--- src/rtl/io_ccff_pkg.sv ---
// io_ccff_pkg: shared state encoding and CRC-16-CCITT helpers for the I/O ccff chain loader.
package io_ccff_pkg;
  typedef enum logic [1:0] {IDLE, LOAD, VERIFY, DONE} state_e;
  localparam logic [15:0] CRC16_POLY = 16'h1021;
  localparam logic [15:0] CRC16_INIT = 16'hFFFF;
  function automatic logic [15:0] crc16_step(input logic [15:0] crc, input logic bit_in);
    return {crc[14:0], 1'b0} ^ ((crc[15] ^ bit_in) ? CRC16_POLY : 16'h0000);
  endfunction
endpackage

--- src/rtl/io_ccff_chain_loader_crc16.sv ---
// ccff_crc16_serial: bit-serial CRC-16-CCITT accumulator, MSB-first, cleared to the CCITT init value.
module ccff_crc16_serial
  import io_ccff_pkg::*;
(
  input  logic        clk,
  input  logic        rst,
  input  logic        clr,
  input  logic        en,
  input  logic        bit_in,
  output logic [15:0] crc
);
  logic [15:0] crc_q, crc_d;
  always_comb crc_d = clr ? CRC16_INIT : en ? crc16_step(crc_q, bit_in) : crc_q;
  always_ff @(posedge clk) crc_q <= rst ? CRC16_INIT : crc_d;
  assign crc = crc_q;
endmodule

--- src/rtl/io_ccff_chain_loader.sv ---
// io_ccff_chain_loader: streams bitstream words into the I/O-tile ccff chain and releases pad isolation once loaded.
// CCFF_READBACK_VERIFY_EN adds a recirculating readback pass with CRC comparison and the error output.
module io_ccff_chain_loader
  import io_ccff_pkg::*;
#(
  parameter int CHAIN_LEN = 72,
  parameter int WORD_W    = 8,
  parameter int CNT_W     = $clog2(CHAIN_LEN + 1)
) (
  input  logic              prog_clk,
  input  logic              prog_reset,
  input  logic              start,
  input  logic [WORD_W-1:0] cfg_data,
  input  logic              cfg_valid,
  output logic              cfg_ready,
  output logic              ccff_head,
  input  logic              ccff_tail,
  output logic              ccff_clk_en,
  output logic              IO_ISOL_N,
  output logic              busy,
`ifdef CCFF_READBACK_VERIFY_EN
  output logic              done,
  output logic              error
`else
  output logic              done
`endif
);
  localparam int IDX_W = WORD_W > 1 ? $clog2(WORD_W) : 1;
  localparam logic [CNT_W-1:0] LAST = CNT_W'(CHAIN_LEN - 1);
  localparam logic [IDX_W-1:0] IDX_LAST = IDX_W'(WORD_W - 1);
`ifdef CCFF_READBACK_VERIFY_EN
  localparam state_e AFTER_LOAD = VERIFY;
`else
  localparam state_e AFTER_LOAD = DONE;
`endif
  state_e state_q, state_d;
  logic [CNT_W-1:0] cnt_q, cnt_d;
  logic [WORD_W-1:0] buf_q, buf_d;
  logic [IDX_W-1:0] idx_q, idx_d;
  logic full_q, full_d, head_q, head_d, en_q, en_d, rb_q, rb_d;
  logic isol_q, isol_d, done_q, done_d, err_d;
  logic go, issue, last_bit, accept, cur_bit, fin;
  assign cur_bit = buf_q[idx_q];
  assign go = start && (state_q == IDLE || state_q == DONE);
  assign issue = state_q == LOAD && full_q;
  assign last_bit = issue && cnt_q == LAST;
  // refill in the same cycle the last buffered bit leaves, unless the chain is then full
  assign cfg_ready = state_q == LOAD && (!full_q || (idx_q == IDX_LAST && !last_bit));
  assign accept = cfg_valid && cfg_ready;
  // rb_q still high means the final readback bit is being captured this cycle
  assign fin = state_q == DONE && !rb_q;

  always_ff @(posedge prog_clk) state_q <= prog_reset ? IDLE : state_d;

  always_comb begin
    state_d = go ? LOAD : last_bit ? AFTER_LOAD : (state_q == VERIFY && cnt_q == LAST) ? DONE : state_q;
  end

  always_comb begin
    cnt_d = (go || last_bit) ? '0 : (issue || state_q == VERIFY) ? cnt_q + CNT_W'(1) : cnt_q;
    idx_d = (go || accept) ? '0 : issue ? idx_q + IDX_W'(1) : idx_q;
    buf_d = accept ? cfg_data : go ? '0 : buf_q;
    full_d = accept || (issue && idx_q != IDX_LAST && !last_bit);
    head_d = issue ? cur_bit : head_q;
    en_d = issue || state_q == VERIFY;
    rb_d = state_q == VERIFY;
    done_d = fin && !go;
    isol_d = fin && !go && !err_d;
  end

  always_ff @(posedge prog_clk) begin
    if (prog_reset) begin
      cnt_q <= '0;
      buf_q <= '0;
      idx_q <= '0;
      full_q <= 1'b0;
      head_q <= 1'b0;
      en_q <= 1'b0;
      rb_q <= 1'b0;
      isol_q <= 1'b0;
      done_q <= 1'b0;
    end else begin
      cnt_q <= cnt_d;
      buf_q <= buf_d;
      idx_q <= idx_d;
      full_q <= full_d;
      head_q <= head_d;
      en_q <= en_d;
      rb_q <= rb_d;
      isol_q <= isol_d;
      done_q <= done_d;
    end
  end

`ifdef CCFF_READBACK_VERIFY_EN
  logic err_q;
  logic [15:0] crc_load, crc_rb;
  ccff_crc16_serial u_crc_load (
    .clk(prog_clk), .rst(prog_reset), .clr(go), .en(issue), .bit_in(cur_bit), .crc(crc_load)
  );
  ccff_crc16_serial u_crc_rb (
    .clk(prog_clk), .rst(prog_reset), .clr(go), .en(rb_q), .bit_in(ccff_tail), .crc(crc_rb)
  );
  always_comb err_d = go ? 1'b0 : fin ? crc_load != crc_rb : err_q;
  always_ff @(posedge prog_clk) err_q <= prog_reset ? 1'b0 : err_d;
  assign error = err_q;
`else
  assign err_d = 1'b0;
`endif

  assign ccff_head = rb_q ? ccff_tail : head_q;
  assign ccff_clk_en = en_q;
  assign IO_ISOL_N = isol_q;
  assign busy = state_q == LOAD || state_q == VERIFY;
  assign done = done_q;
endmodule

--- config.mk ---
export PLATFORM = sky130hd
export DESIGN_NAME = io_ccff_chain_loader
export DESIGN_NICKNAME = d
export VERILOG_FILES = /design/src/rtl/io_ccff_pkg.sv /design/src/rtl/io_ccff_chain_loader_crc16.sv /design/src/rtl/io_ccff_chain_loader.sv
export SDC_FILE = /design/constraint.sdc
export NUM_CORES = 1
export LEC_CHECK = 0
export ABC_AREA = 1
export BUFFER_PORTS_ARGS = -buffer_cell sky130_fd_sc_hd__buf_2
export CORE_ASPECT_RATIO = 0.6
export CORE_UTILIZATION = 39
export CTS_BUF_LIST = sky130_fd_sc_hd__clkbuf_16
export DETAILED_ROUTE_END_ITERATION = 8
export GPL_TIMING_DRIVEN = 0
export PLACE_DENSITY_LB_ADDON = 0.3
export SLEW_MARGIN = 20
export SYNTH_ARGS = -nofsm -noshare
export SYNTH_HDL_FRONTEND = slang
export SYNTH_SLANG_ARGS = --single-unit
--- constraint.sdc ---
create_clock -name prog_clk -period 1.9 [get_ports prog_clk]
set_input_delay 0.285 -clock prog_clk [delete_from_list [all_inputs] [get_ports prog_clk]]
set_output_delay 0.285 -clock prog_clk [all_outputs]
set_load 0.02 [all_outputs]
# After elaboration in Yosys (flattened, before gate mapping)
# Index checks and enable logic that the tools add are counted.
dict set report word_totals {
  out_inout_bits 6
  wordCells 56
  input_bits 13
  reg_bits 25
}
dict set report classes {
  addsub 2
  eq_ne 6
  mux 8
  magnitude_cmp 1
  reduce_logical 29
}
# cell n
set op_table {}
lappend op_table {{$mux 8} 2}
lappend op_table {{$logic_and 1x1->1} 11}
lappend op_table {{$add 7x1->7 const B} 1}
lappend op_table {{$eq 7x7->1 const B} 1}
lappend op_table {{$logic_or 1x1->1} 7}
lappend op_table {{$reduce_or 2->1} 3}
lappend op_table {{$eq 2x2->1 const B} 2}
lappend op_table {{$logic_not 1->1} 4}
lappend op_table {{$lt 3x4->1 const B} 1}
lappend op_table {{$mux 2} 2}
lappend op_table {{$reduce_bool 2->1} 2}
lappend op_table {{$add 3x1->3 const B} 1}
lappend op_table {{$bmux 1 s3} 1}
lappend op_table {{$eq 3x3->1 const B} 1}
lappend op_table {{$mux 1} 3}
lappend op_table {{$ne 3x3->1 const B} 1}
lappend op_table {{$reduce_bool 3->1} 1}
lappend op_table {{$eq 2x1->1 const B} 1}
lappend op_table {{$logic_not 2->1} 1}

# Logic depth before layout (Yosys ltp)
# Gate-level depths: netlist (run 1).
dict set report logic_depth {
  word_depth 10
  depth_mapped 9
  mapped_depth_nobuf 9
}

# Least setup slack after synthesis (run 1)
# OpenSTA, ideal clock, no wires.
dict set report synth_path {
  kind {register -> register}
  from {reg idx_q[0]}
  to {reg buf_q[6]}
  n_path_buf 1
  t_arrival_ns 1.382
  setup_ns 0.121
  slack_ns 0.397
  synth_period_minus_slack_ns 1.503
  path_stages_with_launch 9
  t_required_ns 1.779
  cell_sequence {dfxtp_1 -> ha_1 -> ha_1 -> inv_1 -> a21boi_1 -> nand3_4 -> buf_6 -> nand3_1 -> o21ai_0}
}
dict set report synth_between {
  elab_chain_len 6
  word_cells_on_any_way 7
  classes_between {1 x eq/ne; 1 x mux; 5 x reduce/logical}
}
# element line_no
set synth_rtl {}
lappend synth_rtl {{from (decl)} io_ccff_chain_loader.sv:39} ;# logic [IDX_W-1:0] idx_q, idx_d;
lappend synth_rtl {{from (signal assigned)} io_ccff_chain_loader.sv:85} ;# idx_q <= idx_d;
lappend synth_rtl {{$eq 3x3->1 (*)} io_ccff_chain_loader.sv:48} ;# assign cfg_ready = state_q == LOAD && (!full_q || (idx_q == IDX_LAST && !last_bit));
lappend synth_rtl {{$logic_and 1x1->1 (*)} io_ccff_chain_loader.sv:48}
lappend synth_rtl {{$logic_or 1x1->1 (*)} io_ccff_chain_loader.sv:48}
lappend synth_rtl {{$logic_and 1x1->1 (*)} io_ccff_chain_loader.sv:48}
lappend synth_rtl {{$logic_and 1x1->1 (*)} io_ccff_chain_loader.sv:49} ;# assign accept = cfg_valid && cfg_ready;
lappend synth_rtl {{$mux 8 or $reduce_bool 2->1 (tied branches)} --}
lappend synth_rtl {{to (signal assigned)} io_ccff_chain_loader.sv:84} ;# buf_q <= buf_d;
lappend synth_rtl {{to (decl)} io_ccff_chain_loader.sv:38} ;# logic [WORD_W-1:0] buf_q, buf_d;
# Every way passes the cells marked *; elsewhere a longest branch is shown, timed or not.
# A chain may end at the register's enable or synchronous reset.

# Final worst setup path (run 1)
dict set report layout_path {
  from {reg idx_q[0]}
  to {out cfg_ready}
}
dict set report layout_between {
  elab_chain_len 4
}
# element line_no
set layout_rtl {}
lappend layout_rtl {{$eq 3x3->1} io_ccff_chain_loader.sv:48}
lappend layout_rtl {{$logic_and 1x1->1} io_ccff_chain_loader.sv:48}
lappend layout_rtl {{$logic_or 1x1->1} io_ccff_chain_loader.sv:48}
lappend layout_rtl {{$logic_and 1x1->1} io_ccff_chain_loader.sv:48}
lappend layout_rtl {{to (decl)} io_ccff_chain_loader.sv:15} ;# output logic cfg_ready,
# No other way between the ends.

==> impl_metrics.toml, run 1 <==
[status]
outcome = "finished clean"

[worst_setup_path]
slowest_stage = "dfxtp_2"
worstSetupEndpointType = "output port"
cp-start-kind = "flip-flop"
arrival_ns = 1.54
slowest_delay_ns = 0.40
path_buf_inv = 3
cp_max_fo = 7
path_class = "flip-flop to output port"
crit_required_ns = 1.62
critical_path.top_delay_family = "flip-flops"
path_cells = "ha_1, ha_1, inv_1, a21boi_4, nand2_1, inv_1, buf_2"

[layout]
drive_gt1_share_pct = 19.7
final_area_um2 = 1440
antenna_cells = 0
fin_cells = 225
syn2layout_area_growth_pct = 19.9
fill_cells = 277
nets = 203

[sta]
maxSlewHeadroom_pct = 81.4
period_minus_slack_ns = 1.82
setup_viol = 0
period_share_pct = 95.9
max_clock_freq_ghz = 0.549
rsz0062_at_grt = "no"
hold_viol_final = 0
worstMarginPinSlew_ns = 0.278
worst_slack_ns = 0.0775
fin_skew_ns = 0.00125
setup_tns_ns = 0
maxSlewViolCount = 0

[floorplanning]
placementRows = 15
top_level_ports = 19
die_w_um = 73.7
dieArea_um2 = 3320
start_util_pct = 41.3
core-area_um2 = 2910
fp.dieH_um = 45.0

[clocking]
cts_setup_buffers = 0
cts.sinks = 25
numCtsBuffers = 3
cts_hold_buffers = 0
htreeDepth = 1
clk-insertion-delay-late_ns = 0.26
clk_pin_slew_ns = 0.06
cts-root-buf = "clkbuf_16"
cts_tree = "yes"
max-clock-path-buffers = 2

[drt]
vias = 1098
wl_per_cell_um = 11.4
viasPerCell = 4.88
wl_um = 2570
dr.pass1.iters = 5
wl_met3_um = 145
routed.top_layer = "met4"
dr_wl_met2_um = 1090
ant_nets = 0
drcViolationCount = 0
drt_iter0_drc = 87
wl_met1_um = 1320

[placed_design]
pre_cts_slack_ns = 0.143
gp_congestion = 0.787
dp_hpwl_um = 1930
post-place-cells = 221
io_buffers = 18
dpl-instance-area_um2 = 1350

[pwr]
internal-power_mw = 0.849
power_frac_seq_pct = 49.8
p_per_area_nw_per_um2 = 754
netSwitchingPower_mw = 0.237
p_comb_share_pct = 7.9
p_sw_share_pct = 21.9
p_leak_nw = 0.617
vdd_drop_max_mv = 0.299
p_clk_share_pct = 42.4

[logic_synthesis]
synth_fp_nets = 180
synth_cells = 161
ys_warn_count = 0
yosysUniqueCellTypes = 26
async_reset_ff_share_pct = 0
ys_seq_area_share_pct = 41.6
syn-cell-area_um2 = 1200
postSynthAreaPerCell_um2 = 7.47
synth_seq_cells = 25
ys.flop_type = "dfxtp_1"
synth-edff-count = 0

[global_routing]
grt_pass1_wl_um = 3990
grt_overflow = 0
antenna_found_initial = 0
grt.total_usage_pct = 16.3
grt_max_degree = 14
grt_pass1_vias = 923

[hold_path]
min-delay-path-class = "primary input to flip-flop"

[job]
max-cap-violations = 0
[cells in the final DEF (no fill, tap or decap), types with 2 or more instances in the layout]
cell type and instances:
nand2_1 45, a21oi_1 12, o21ai_0 5, nand3_1 14, buf_2 19, inv_2 2
clkbuf_16 3, o21ai_1 6, inv_1 18, ha_1 5, nor2_1 8, nand3_4 2
nand4_1 3, dfxtp_1 24, nand2_2 3
[per-stage QoR]
step                hold slack, ns  util, %  total power, mW
floorplan                    0.354        -            0.602
global placement             0.413     46.2            0.632
detailed placement           0.422     46.2            0.634
CTS                          0.254     49.1             1.09
global route                 0.264     49.5             1.13
finish                       0.257     49.5             1.09
[power groups by stage]
stage          Clock, mW  Sequential [mW]  Combinational (mW)
3_3_place_gp           0            0.551              0.0804
4_1_cts            0.471            0.540              0.0837
3_5_place_dp           0            0.551              0.0823
2_1_floorplan          0            0.550              0.0517
6_report           0.460            0.541              0.0855
5_1_grt            0.496            0.542              0.0935
[layer usage]
layer	vias up	track usage, %
met4	0	4.62
li1	565	-
met3	2	5.58
met2	36	24.0
met5	-	0
met1	495	22.8
[synthesized netlist by cell type, types with 2 or more instances]
master / count / share of area (%)
inv_1: 17 / 5.3
nand3_1: 14 / 5.8
nand4_1: 3 / 1.6
nor2_1: 8 / 2.5
ha_1: 6 / 6.2
nand3_4: 2 / 2.9
a21oi_1: 12 / 5.0
nand2_2: 2 / 1.0
nand2_1: 46 / 14
o21ai_0: 5 / 2.1
inv_2: 2 / 0.62
dfxtp_1: 25 / 42
o21ai_1: 6 / 2.5
[area by class of cell]
cell class	count	area, um2	share of cell area (%)
clock buffer	3	75.1	5.21
tap	42	52.6	3.65
sequential	25	502	34.8
multi-input combinational	114	623	43.2
clock inverter	1	3.75	0.260
timing repair buffer	18	90.1	6.25
buffer	3	23.8	1.65
inverter	19	71.3	4.95
[cells by family (layout without fill, tap and decap cells)]
logic type               after synthesis  count (layout)  synth area share, %
AND/OR/NAND/NOR                       80              80                 31.2
AO/OA/AOI/OAI                         26              26                 11.3
flip-flops                            25              25                 41.6
buffers and inverters                 22              44                 7.91
adder cells (fa/ha/maj)                6               6                 6.24
XOR/XNOR                               1               1                0.729
multiplexers                           1               1                0.936
[flip-flops by register name, summed over array words and instances (netlist names)]
name	cells
buf_q	8
cnt_q	7
idx_q	3
state_q	2
ccff_clk_en	1
done	1
full_q	1
head_q	1
rb_q	1
[worst register-to-register path, cell delays in order, from the launching register on]
cell and delay [ns]:
dfxtp_1 0.36, inv_1 0.07, ha_1 0.31, nand2_1 0.09
inv_1 0.04, nor2_1 0.15, buf_2 0.26, a21boi_0 0.21
[path summary, 6_finish.rpt]
path / start / end / slack, ns / cells past startpoint
setup / recovery: idx_q[0]$_SDFFE_PP0P_ / cfg_ready / 0.08 / 7
hold / removal: prog_reset / state_q[0]$_SDFFE_PP0P_ / 0.26 / 2
setup reg to reg: state_q[0]$_SDFFE_PP0P_ / state_q[1]$_SDFFE_PP0P_ / 0.33 / 7
hold reg to reg: rb_q$_SDFF_PP0_ / done$_SDFF_PP0_ / 0.42 / 1
[what timing repair did]
| action | 4_1_cts | 5_1_grt |
|---|---|---|
| resized for setup | 2 | 3 |
| hold endpoints to repair | 0 | 0 |
| endpoints found under the setup margin | 1 | 1 |
Power figures use the tool's default switching activity.
==> run 2: changes to the inputs <==
Settings changed: PLACE_DENSITY_LB_ADDON 0.3 to not set.
==> run 2 against run 1 <==
Compared with the run above:
- clock-buffer cell count unchanged
- setup slack improved by 0.060 ns
- clock power about the same
- first-iteration DRC count decreased by 4.6%
- sequential power about the same
- critical endpoint unchanged
- largest cell class unchanged
==> impl_metrics.toml, run 2 (synthesis results as in run 1) <==
[clocking]
cts.sinks = 25
clk_pin_slew_ns = 0.06
cts-root-buf = "clkbuf_16"
max-clock-path-buffers = 2
htreeDepth = 1
numCtsBuffers = 3
cts_tree = "yes"
clk-insertion-delay-late_ns = 0.26

[floorplanning]
die_w_um = 73.7
top_level_ports = 19
placementRows = 15
start_util_pct = 41.3
fp.dieH_um = 45.0
core-area_um2 = 2910
dieArea_um2 = 3320

[global_routing]
grt.total_usage_pct = 17.8
antenna_found_initial = 0
grt_pass1_vias = 917
grt_max_degree = 14
grt_pass1_wl_um = 4330
grt_overflow = 0

[worst_setup_path]
slowest_delay_ns = 0.37
crit_required_ns = 1.62
slowest_stage = "dfxtp_1"
worstSetupEndpointType = "output port"
arrival_ns = 1.48
path_class = "flip-flop to output port"
cp_max_fo = 6
cp-start-kind = "flip-flop"
critical_path.top_delay_family = "simple AND/OR/NAND/NOR gates"
path_cells = "ha_2, nand2_2, nor2_4, nand3_4, nand2_1, inv_1, buf_4"
path_buf_inv = 2

[layout]
final_cell_mix = "nand2_1, dfxtp_1, inv_1, buf_2, nand3_1"
final_area_um2 = 1450
reg_top3 = "buf_q x8, cnt_q x7, idx_q x3"
largest_reg_flops = 8
syn2layout_area_growth_pct = 20.6
antenna_cells = 0
fill_cells = 288
drive_gt1_share_pct = 21.2
regMostFlops = "buf_q"
nets = 204
layout_commonest_cell = "nand2_1"

[placed_design]
pre_cts_slack_ns = 0.164
gp_congestion = 0.787
dpl-instance-area_um2 = 1350
io_buffers = 18
dp_hpwl_um = 1950

[drt]
viasPerCell = 4.78
wl_per_cell_um = 11.2
wl_um = 2520
dr.pass1.iters = 4
drt_iter0_drc = 83
ant_nets = 0
drcViolationCount = 0
vias = 1080

[sta]
hold_viol_final = 0
worstMarginPinSlew_ns = 0.321
period_share_pct = 92.8
period_minus_slack_ns = 1.76
maxSlewHeadroom_pct = 78.5
worst_slack_ns = 0.138
max_clock_freq_ghz = 0.567
maxSlewViolCount = 0
setup_viol = 0
fin_skew_ns = 0.00358

[pwr]
p_per_area_nw_per_um2 = 749
vdd_drop_max_mv = 0.436
p_leak_nw = 0.618

[status]
outcome = "finished clean"

[hold_path]
min-delay-path-class = "primary input to flip-flop"

[job]
max-cap-violations = 0
run 2: final timing paths:
kind	start	end	slack, ns	cells after the start
setup / recovery	cnt_q[0]$_SDFFE_PP0P_	cfg_ready	0.14	7
hold / removal	cfg_data[5]	buf_q[5]$_SDFFE_PP0P_	0.26	3
setup reg to reg	state_q[0]$_SDFFE_PP0P_	state_q[1]$_SDFFE_PP0P_	0.34	7
hold reg to reg	rb_q$_SDFF_PP0_	done$_SDFF_PP0_	0.44	1
run 2: cell type report:
class | count | area (um2) | share of cell area [%]
multi-input cells | 114 | 618 | 42.6
flip-flops and latches | 25 | 505 | 34.9
repair buffers | 19 | 100 | 6.90
clock buffers | 3 | 75.1 | 5.18
inverters | 19 | 71.3 | 4.92
well taps | 42 | 52.6 | 3.62
plain buffers | 3 | 23.8 | 1.64
clock inverters | 1 | 3.75 | 0.259
run 2: routing by layer:
layer	vias up	global-route usage, %	wire length (um)
li1	567	-	-
met1	495	27.7	1400
met2	14	22.8	1000
met3	4	5.36	88
met4	0	5.77	26
met5	-	0	0
run 2: worst register-to-register path, stage by stage, from the launching register on:
cell and delay, ns:
dfxtp_1 0.37, inv_1 0.07, ha_1 0.30, nand2_1 0.08
inv_1 0.04, nor2_1 0.16, buf_2 0.26, a21boi_0 0.21
run 2: metrics by stage:
step / instances / hold slack (ns) / TNS [ns] / power [mW] / util (%)
6_report: 226 / 0.264 / 0 / 1.09 / 49.8
5_1_grt: 226 / 0.263 / -0.00152 / 1.14 / 49.8
3_3_place_gp: 221 / 0.440 / 0 / 0.632 / 46.2
2_1_floorplan: 161 / 0.354 / 0 / 0.602 / -
3_5_place_dp: 221 / 0.430 / 0 / 0.634 / 46.2
4_1_cts: 225 / 0.263 / 0 / 1.10 / 49.1
run 2: where the power goes:
part           internal (mW)  leakage (nW)  switching (mW)
clock network          0.281        0.0423           0.181
registers              0.533         0.204         0.00653
logic                 0.0330         0.372          0.0513
total                  0.847         0.618           0.239
run 2: timing repair:
item	CTS	global route
setup endpoints to repair	1	1
buffers inserted	0	1
gates resized for setup	2	6
hold buffers	0	0
pin swaps	0	1
==> run 3: changes to the inputs <==
Settings changed: ABC_AREA 1 to not set.
==> run 3 against run 2 <==
Compared with the run above:
- clock skew is 0.0012 ns lower
- clock-buffer cell count stayed put
- fmax is 2.0% lower
- critical path depth is 2 lower
- clock power is 4% lower
- worst hold slack worse by 0.017 ns
- power is 1.8% lower
- global-route usage is 2.5 points lower
- critical path type unchanged
- critical endpoint unchanged
- largest cell class unchanged
- largest power group unchanged
==> impl_metrics.toml, run 3 <==
[status]
outcome = "finished clean"

[logic_synthesis]
synth_top_family_by_area = "simple AND/OR/NAND/NOR gates"
ys_top_cells_by_area = "dfxtp_1, ha_1, a22o_1, a21oi_1, mux4_2"
ys_seq_area_share_pct = 43.9
yosysUniqueCellTypes = 34
synth_adder_area_share_pct = 6.59
synth_mux_area_share_pct = 7.57
postSynthAreaPerCell_um2 = 10.6
synth_seq_cells = 25
yosysTopAreaCell = "dfxtp_1"
synth_cells = 108
synth-edff-count = 0
ys.flop_type = "dfxtp_1"
synth_fp_nets = 127
synth_commonest_cells = "dfxtp_1, a21oi_1, nand2_1, a22o_1"
synth_compound_area_share_pct = 16.9
synth_top_area_share_pct = 43.9
yosys.cell_count.top_type = "dfxtp_1"
async_reset_ff_share_pct = 0
syn-cell-area_um2 = 1140
synthSimpleGateAreaFrac_pct = 17.5
synthXorXnorAreaFrac_pct = 3.84
ys_warn_count = 0

[clocking]
numCtsBuffers = 3
max-clock-path-buffers = 2
cts_setup_buffers = 0
cts_resized = 0
cts_tree = "yes"
clk-insertion-delay-late_ns = 0.25
cts-root-buf = "clkbuf_16"
clk_pin_slew_ns = 0.06
cts_hold_buffers = 0
cts.sinks = 25
htreeDepth = 1

[worst_setup_path]
worstSetupEndpointType = "output port"
cp_max_fo = 4
cp-start-kind = "flip-flop"
crit_required_ns = 1.62
slowest_stage = "dfxtp_1"
slowest_delay_ns = 0.39
reg2reg_slack_ns = 0.16
rr_worst_depth = 6
path_class = "flip-flop to output port"
r2r-end = "cnt_q[6]$_SDFFE_PP0P_"
r2r_start = "state_q[0]$_SDFFE_PP0P_"
path_cells = "ha_1, inv_1, nor3_4, a21oi_1, buf_2"
arrival_ns = 1.51

[layout]
final_cell_mix = "dfxtp_1, buf_2, nand2_1, a21oi_1, a22o_1"
antenna_cells = 0
syn2layout_area_growth_pct = 18.2
drive_gt1_share_pct = 26.4
largest_reg_flops = 8
fill_cells = 232
fin_util_pct = 51.3
reg_top3 = "buf_q x8, cnt_q x7, idx_q x3"
layout_commonest_cell = "dfxtp_1"
nets = 149
regMostFlops = "buf_q"
final_area_um2 = 1350

[sta]
maxSlewHeadroom_pct = 64.0
max_clock_freq_ghz = 0.556
fin_skew_ns = 0.00237
setup_viol = 0
hold_viol_final = 0
period_share_pct = 94.7
worstMarginPinSlew_ns = 0.540
maxSlewViolCount = 0
period_minus_slack_ns = 1.80

[drt]
drt_iter0_drc = 26
vias = 849
drcViolationCount = 0
wl_um = 2210
dr.pass1.iters = 4
wl_per_cell_um = 13.7
ant_nets = 0
viasPerCell = 5.27

[global_routing]
grt_max_degree = 14
grt.total_usage_pct = 15.3
grt_pass1_vias = 746
antenna_found_initial = 0
grt_pass1_wl_um = 3570
met3_usage_pct = 5.81
grt_overflow = 0
grt.met1_usage_pct = 23.5
grt_use_met2_pct = 20.2
grt.busiest_layer = "met1"

[pwr]
p_comb_share_pct = 7.6
p_per_area_nw_per_um2 = 791
p_leak_nw = 0.563
vdd_drop_max_mv = 0.475
netSwitchingPower_mw = 0.219
p_sw_share_pct = 20.5
power_frac_seq_pct = 50.7
internal-power_mw = 0.847
p_clk_share_pct = 41.7
power_mw = 1.07

[floorplanning]
core-area_um2 = 2630
placementRows = 14
fp.dieH_um = 43.9
dieArea_um2 = 3150
top_level_ports = 19
die_w_um = 71.8
start_util_pct = 43.4

[placed_design]
dp_hpwl_um = 1670
gp_congestion = 0.723
dpl-instance-area_um2 = 1270
io_buffers = 18

[hold_path]
min-delay-path-class = "primary input to flip-flop"
hold_end = "buf_q[0]$_SDFFE_PP0P_"
holdPathStages = 2
hp-start = "cfg_data[0]"

[job]
max-cap-violations = 0
[run 3: how the worst max path moves through the flow]
stage / to / startpoint / slack, ns
after CTS: buf_q[2]$_SDFFE_PP0P_ / idx_q[0]$_SDFFE_PP0P_ / 0.008
after floorplan: buf_q[0]$_SDFFE_PP0P_ / idx_q[0]$_SDFFE_PP0P_ / 0.26
after global routing: cnt_q[6]$_SDFFE_PP0P_ / state_q[0]$_SDFFE_PP0P_ / -0.02
after detailed placement: buf_q[2]$_SDFFE_PP0P_ / idx_q[0]$_SDFFE_PP0P_ / 0.02
final: cfg_ready / cnt_q[0]$_SDFFE_PP0P_ / 0.10
after global placement: buf_q[1]$_SDFFE_PP0P_ / idx_q[0]$_SDFFE_PP0P_ / 0.07
[run 3: final cells by class]
class                   count  area (um2)  area share [%]
multi-input cells          74         597            44.3
flip-flops and latches     25         503            37.3
well taps                  32        40.0            2.97
inverters                   5        18.8            1.39
plain buffers               3        20.0            1.49
clock inverters             1        3.75           0.279
repair buffers             18        90.1            6.69
clock buffers               3        75.1            5.57
[run 3: power by group through the flow]
stage / Clock, mW / Sequential [mW] / Combinational [mW]
6_report: 0.445 / 0.541 / 0.0806
4_1_cts: 0.463 / 0.540 / 0.0819
3_3_place_gp: 0 / 0.552 / 0.0791
5_1_grt: 0.486 / 0.541 / 0.0897
2_1_floorplan: 0 / 0.550 / 0.0516
3_5_place_dp: 0 / 0.552 / 0.0812
[run 3: metrics by stage]
step,std cells,hold WS (ns),setup WS (ns),TNS (ns)
floorplan,108,0.354,0.262,0
global placement,158,0.422,0.0653,0
detailed placement,158,0.422,0.0246,0
CTS,162,0.240,0.00846,0
global route,161,0.245,-0.0168,-0.0168
finish,161,0.247,0.101,0
[run 3: cells by family after synthesis]
| family | after synthesis |
|---|---|
| adder cells (fa/ha/maj) | 6 |
| XOR/XNOR | 5 |
| multiplexers | 6 |
| AND/OR/NAND/NOR | 33 |
| AO/OA/AOI/OAI | 24 |
| buffers and inverters | 9 |
| flip-flops | 25 |
[run 3: metal layers]
layer  vias to the layer above  wire [um]
met3                         2         99
met5                         -          0
li1                        434          -
met1                       397       1260
met4                         0         17
met2                        16        833
[run 3: critical path, delay by kind of cell (launching register included)]
kind                     cells  cell delay (ns)
flip-flops                   1             0.39
adder cells (fa/ha/maj)      1             0.26
AO/OA/AOI/OAI                1             0.11
buffers and inverters        2             0.27
AND/OR/NAND/NOR              1             0.23
